[src/rtl/cpu_pkg.sv]
// Shared core parameters for the integer register file and its consumers.
package cpu_pkg;
  localparam int XLEN_DEF = 32;
  localparam int NREG_DEF = 32;
  localparam int AW_DEF   = $clog2(NREG_DEF);
  localparam int TAGW_DEF = 4;
  localparam int REG_ZERO = 0;
endpackage

[src/rtl/regfile_sb_rdport.sv]
// One read port: x0 masking plus bypass of a same-cycle committing writeback.
module regfile_sb_rdport
  import cpu_pkg::*;
#(
  parameter int XLEN = XLEN_DEF,
  parameter int AW   = AW_DEF,
  parameter int TAGW = TAGW_DEF
) (
  input  logic [AW-1:0]   addr_i,
  input  logic [XLEN-1:0] reg_data_i,
  input  logic            reg_busy_i,
  input  logic [TAGW-1:0] reg_tag_i,
  input  logic            wb_hit_i,
  input  logic [AW-1:0]   wb_addr_i,
  input  logic [XLEN-1:0] wb_data_i,
  output logic [XLEN-1:0] data_o,
  output logic            busy_o,
  output logic [TAGW-1:0] tag_o
);

  // The bypass leaves the tag as stored; it is meaningless once busy drops.
  always_comb begin
    data_o = reg_data_i;
    busy_o = reg_busy_i;
    tag_o  = reg_tag_i;
    if (addr_i == AW'(REG_ZERO)) begin
      data_o = '0;
      busy_o = 1'b0;
      tag_o  = '0;
    end else if (wb_hit_i && (wb_addr_i == addr_i)) begin
      data_o = wb_data_i;
      busy_o = 1'b0;
    end else begin
      data_o = reg_data_i;
    end
  end

endmodule

[src/rtl/regfile_sb.sv]
// Multi-read-port register file with a per-register busy/tag scoreboard;
// writebacks commit only when they carry the newest reservation's tag.
module regfile_sb
  import cpu_pkg::*;
#(
  parameter int XLEN = XLEN_DEF,
  parameter int NREG = NREG_DEF,
  parameter int AW   = $clog2(NREG),
  parameter int NRD  = 2,
  parameter int TAGW = TAGW_DEF
) (
  input  logic                 clk,
  input  logic                 rst,
  input  logic [NRD*AW-1:0]    rd_addr,
  output logic [NRD*XLEN-1:0]  rd_data,
  output logic [NRD-1:0]       rd_busy,
  output logic [NRD*TAGW-1:0]  rd_tag,
  input  logic                 iss_en,
  input  logic [AW-1:0]        iss_addr,
  input  logic [TAGW-1:0]      iss_tag,
  input  logic                 wb_en,
  input  logic [AW-1:0]        wb_addr,
  input  logic [TAGW-1:0]      wb_tag,
  input  logic [XLEN-1:0]      wb_data,
  input  logic                 flush
);

  logic [XLEN-1:0] regs_q [NREG];
  logic [XLEN-1:0] regs_d [NREG];
  logic [TAGW-1:0] tag_q  [NREG];
  logic [TAGW-1:0] tag_d  [NREG];
  logic [NREG-1:0] busy_q;
  logic [NREG-1:0] busy_d;
  logic            wb_hit_s;

  assign wb_hit_s = wb_en && (wb_addr != AW'(REG_ZERO)) && busy_q[wb_addr]
                    && (tag_q[wb_addr] == wb_tag);

  // Issue is applied after writeback so a same-register issue wins busy/tag.
  always_comb begin
    regs_d = regs_q;
    busy_d = busy_q;
    tag_d  = tag_q;
    if (wb_hit_s) begin
      regs_d[wb_addr] = wb_data;
      busy_d[wb_addr] = 1'b0;
    end else begin
      busy_d = busy_q;
    end
    if (flush) begin
      busy_d = '0;
    end else if (iss_en && (iss_addr != AW'(REG_ZERO))) begin
      busy_d[iss_addr] = 1'b1;
      tag_d[iss_addr]  = iss_tag;
    end else begin
      tag_d = tag_d;
    end
  end

  // Scoreboard and storage state.
  always_ff @(posedge clk) begin
    if (rst) begin
      regs_q <= '{default: '0};
      tag_q  <= '{default: '0};
      busy_q <= '0;
    end else begin
      regs_q <= regs_d;
      tag_q  <= tag_d;
      busy_q <= busy_d;
    end
  end

  for (genvar k = 0; k < NRD; k++) begin : g_rd
    logic [AW-1:0] a_s;
    assign a_s = rd_addr[k*AW +: AW];

    regfile_sb_rdport #(
      .XLEN (XLEN),
      .AW   (AW),
      .TAGW (TAGW)
    ) u_rdport (
      .addr_i     (a_s),
      .reg_data_i (regs_q[a_s]),
      .reg_busy_i (busy_q[a_s]),
      .reg_tag_i  (tag_q[a_s]),
      .wb_hit_i   (wb_hit_s),
      .wb_addr_i  (wb_addr),
      .wb_data_i  (wb_data),
      .data_o     (rd_data[k*XLEN +: XLEN]),
      .busy_o     (rd_busy[k]),
      .tag_o      (rd_tag[k*TAGW +: TAGW])
    );
  end

endmodule

[config.mk]
export PLATFORM = sky130hd
export DESIGN_NAME = regfile_sb
export DESIGN_NICKNAME = d
export VERILOG_FILES = /design/src/rtl/cpu_pkg.sv /design/src/rtl/regfile_sb_rdport.sv /design/src/rtl/regfile_sb.sv
export SDC_FILE = /design/constraint.sdc
export NUM_CORES = 2
export LEC_CHECK = 0
export CAP_MARGIN = 10
export CORE_MARGIN = 3
export CORE_UTILIZATION = 35
export DETAILED_ROUTE_END_ITERATION = 12
export GPL_ROUTABILITY_DRIVEN = 0
export HOLD_SLACK_MARGIN = 0.1
export MAX_ROUTING_LAYER = met4
export PLACE_DENSITY = 0.56
export SLEW_MARGIN = 10
export SYNTH_ARGS = -nofsm -noshare
export SYNTH_HDL_FRONTEND = slang
export SYNTH_SLANG_ARGS = --single-unit
[constraint.sdc]
create_clock -name clk -period 3.6 [get_ports clk]
set_input_delay 0.36 -clock clk [delete_from_list [all_inputs] [get_ports clk]]
set_output_delay 0.36 -clock clk [all_outputs]
set_load 0.01 [all_outputs]
==> flow_summary.json <==
{
  "layout-drive-gt1-share_pct": 30.0,
  "crit_end": "rd_data[17]",
  "fill_cells": 17400,
  "dr_total_vias": 48200,
  "wl_per_cell_um": 28.3,
  "synth_area_um2": 66700,
  "cp-end-kind": "output pin",
  "reg2reg_depth": 11,
  "final_common_cell": "mux2i_1",
  "period_share_pct": 116,
  "final_cell_mix": "1,175 x mux2i_1, 1,174 x dfxtp_1, 1,032 x nand2b_1",
  "yosysSeqAreaShare_pct": 35.5,
  "ir_drop_mv": 0.363,
  "period_needed_ns": 4.18,
  "async_reset_ff_share_pct": 0,
  "setup_viol": 66,
  "coreArea_um2": 189000,
  "drv_cap": 0,
  "pre_cts_ws_ns": -1.13,
  "violations": "setup timing",
  "cp.required_ns": 3.24,
  "cp_max_fo": 28,
  "max_freq_ghz": 0.239,
  "clk_pin_slew_ns": 0.06,
  "synthAdderAreaFrac_pct": 0,
  "clk_latency_ns": 0.81,
  "drt_first_pass_iters": 7,
  "cts_tree": "built",
  "drt_wl_total_mm": 236,
  "num-nets-final": 5799,
  "grt_pass1_wl_mm": 344,
  "hp-class": "primary input to flip-flop",
  "synthSimpleGateAreaFrac_pct": 13.5,
  "reg2reg_setup_slack_ns": 0.06,
  "synth_compound_area_share_pct": 3.35,
  "clockBufferDepth": 3,
  "viasPerCell": 5.78,
  "critPathLaunch": "tag_q[12]",
  "slew_headroom_pct": 39.4,
  "leakage_uw": 0.0344,
  "crit_arrival_ns": 3.82,
  "syn_to_final_growth_pct": 20.0,
  "netlist_instances": 5483,
  "power_density_nw_per_um2": 380,
  "synthMuxAreaShare_pct": 42.9,
  "status": "complete, but fails checks",
  "hold_viol": 0,
  "grt.total_usage_pct": 24.2,
  "grt_max_degree": 219,
  "synth_edf_count": 0,
  "ios": 139,
  "skew_ns": 0.0609,
  "postRouteAntennaNets": 0,
  "root_buffer": "clkbuf_16",
  "cts_buffers": 141,
  "synth_seq_cells": 1184,
  "dp.final_hpwl_mm": 152,
  "multiInputGateArea_um2": 40700,
  "seqCellArea_um2": 23700,
  "finalPower_uw": 30400,
  "fp.dieH_um": 443,
  "r2r_start": "tag_q[12]",
  "rsz0062_at_grt": "yes",
  "critical_path_class": "flip-flop to output pin",
  "r2r-end": "regs_q[929]",
  "synth_top_family_by_area": "multiplexers",
  "fin_cells": 8338,
  "syn_avg_cell_area_um2": 12.2,
  "dp.cells": 8055,
  "cts_sinks": 1184,
  "worst_slack_ns": -0.584,
  "ys.flop_type": "dfxtp_1",
  "dieWidth_um": 443,
  "ys_warn_count": 0,
  "drc": 0,
  "rows": 159,
  "dieArea_um2": 196000,
  "h-tree-depth": 4,
  "synth.distinct_cells": 51,
  "tightest_slew_ns": 0.909,
  "initial_core_util_pct": 35.4,
  "drv_slew": 0,
  "drt_iter0_markers": 4676,
  "io_buffers": 138,
  "syn-num-nets": 5548,
  "grt_pass1_vias": 48500,
  "post-route-util_pct": 42.4,
  "grt_antenna_before_repair": 3,
  "grt_overflow": 0,
  "start_kind": "flip-flop",
  "synth_xor_area_share_pct": 0.131
}
metal layers:
layer,global-route usage (%),part of all wire (%)
met5,-,0
met3,3.60,5.6
met2,38.6,48
met1,31.3,43
met4,8.57,3.8
cell type report:
cell class              instances  area share (%)
flip-flops and latches       1184            29.6
clock buffers                 198            5.12
clock inverters                52           0.844
inverters                       2          0.0125
repair buffers                720            9.63
multi-input cells            3685            50.9
well taps                    2495            3.90
diodes                          2         0.00625
synthesized netlist by cell type, types with 33 or more instances:
cell type,number,area (um2)
buf_1,78,293
dfxtp_1,1184,23700
mux2i_1,1186,11900
clkbuf_1,407,1530
o41ai_1,64,561
nor2_1,108,405
nor2b_1,38,238
o311a_1,64,641
nand2b_1,1032,6460
buf_6,78,878
a21oi_1,78,390
nand2_1,103,387
nand3_1,79,395
buf_4,33,248
mux4_2,744,16800
o22ai_1,36,225
sequential cells by signal (all words and copies together) (netlist names):
| register | cells |
|---|---|
| regs_q | 1024 |
| busy_q | 32 |
| tag_q | 128 |
worst min-delay path by stage:
stage	start	endpoint	slack, ns	depth (start not counted)
2_1_floorplan	busy_q[2]	busy_q[2]	0.44	2
3_3_place_gp	busy_q[2]	busy_q[2]	0.46	2
3_5_place_dp	busy_q[2]	busy_q[2]	0.47	2
4_1_cts	iss_tag[0]	tag_q[0]	0.12	3
5_1_grt	iss_tag[0]	tag_q[0]	0.19	3
6_report	iss_tag[0]	tag_q[0]	0.20	3
metrics by stage:
stage               TNS [ns]  hold WS [ns]  instance area [um2]
CTS                   -40.45         0.125                79600
detailed placement   -847.58         0.466                74400
finish                -29.93         0.202                80000
floorplan                  0         0.445                66700
global placement     -841.08         0.455                74400
global route          -35.46         0.193                80000
report_power, final:
part,total (uW),internal [uW],switching (uW)
Sequential,13100,13100,7.75
Combinational,2430,1000,1430
Clock,14800,8760,6080
timing repair:
item                                   4_1_cts  5_1_grt
endpoints found under the hold margin       10        0
pin swaps                                    9       15
setup buffers                                5       25
cloned                                       1        1
hold buffers                                 1        0
gates resized for setup                    175      127
setup endpoints to repair                  739      712
cell families (layout without fill, tap and decap cells):
kind of cell,count (synthesis),in the layout
mux,1931,1931
simple gates,1454,1454
flops,1184,1184
buf+inv,615,972
compound gates,289,290
xor+xnor,10,10
other cells,0,2
worst max-delay path, stage by stage (launching register included):
cell           delay [ns]
dfxtp_2              0.33
mux2i_4              0.22
o22ai_1              0.12
or4_4                0.56
or3_4                0.39
buf_6                0.14
a21oi_4              0.15
nand3_4              0.09
buf_12               0.17
buf_12               0.17
o311a_1              0.34
dlygate4sd2_1        0.28
Power figures use the tool's default switching activity.
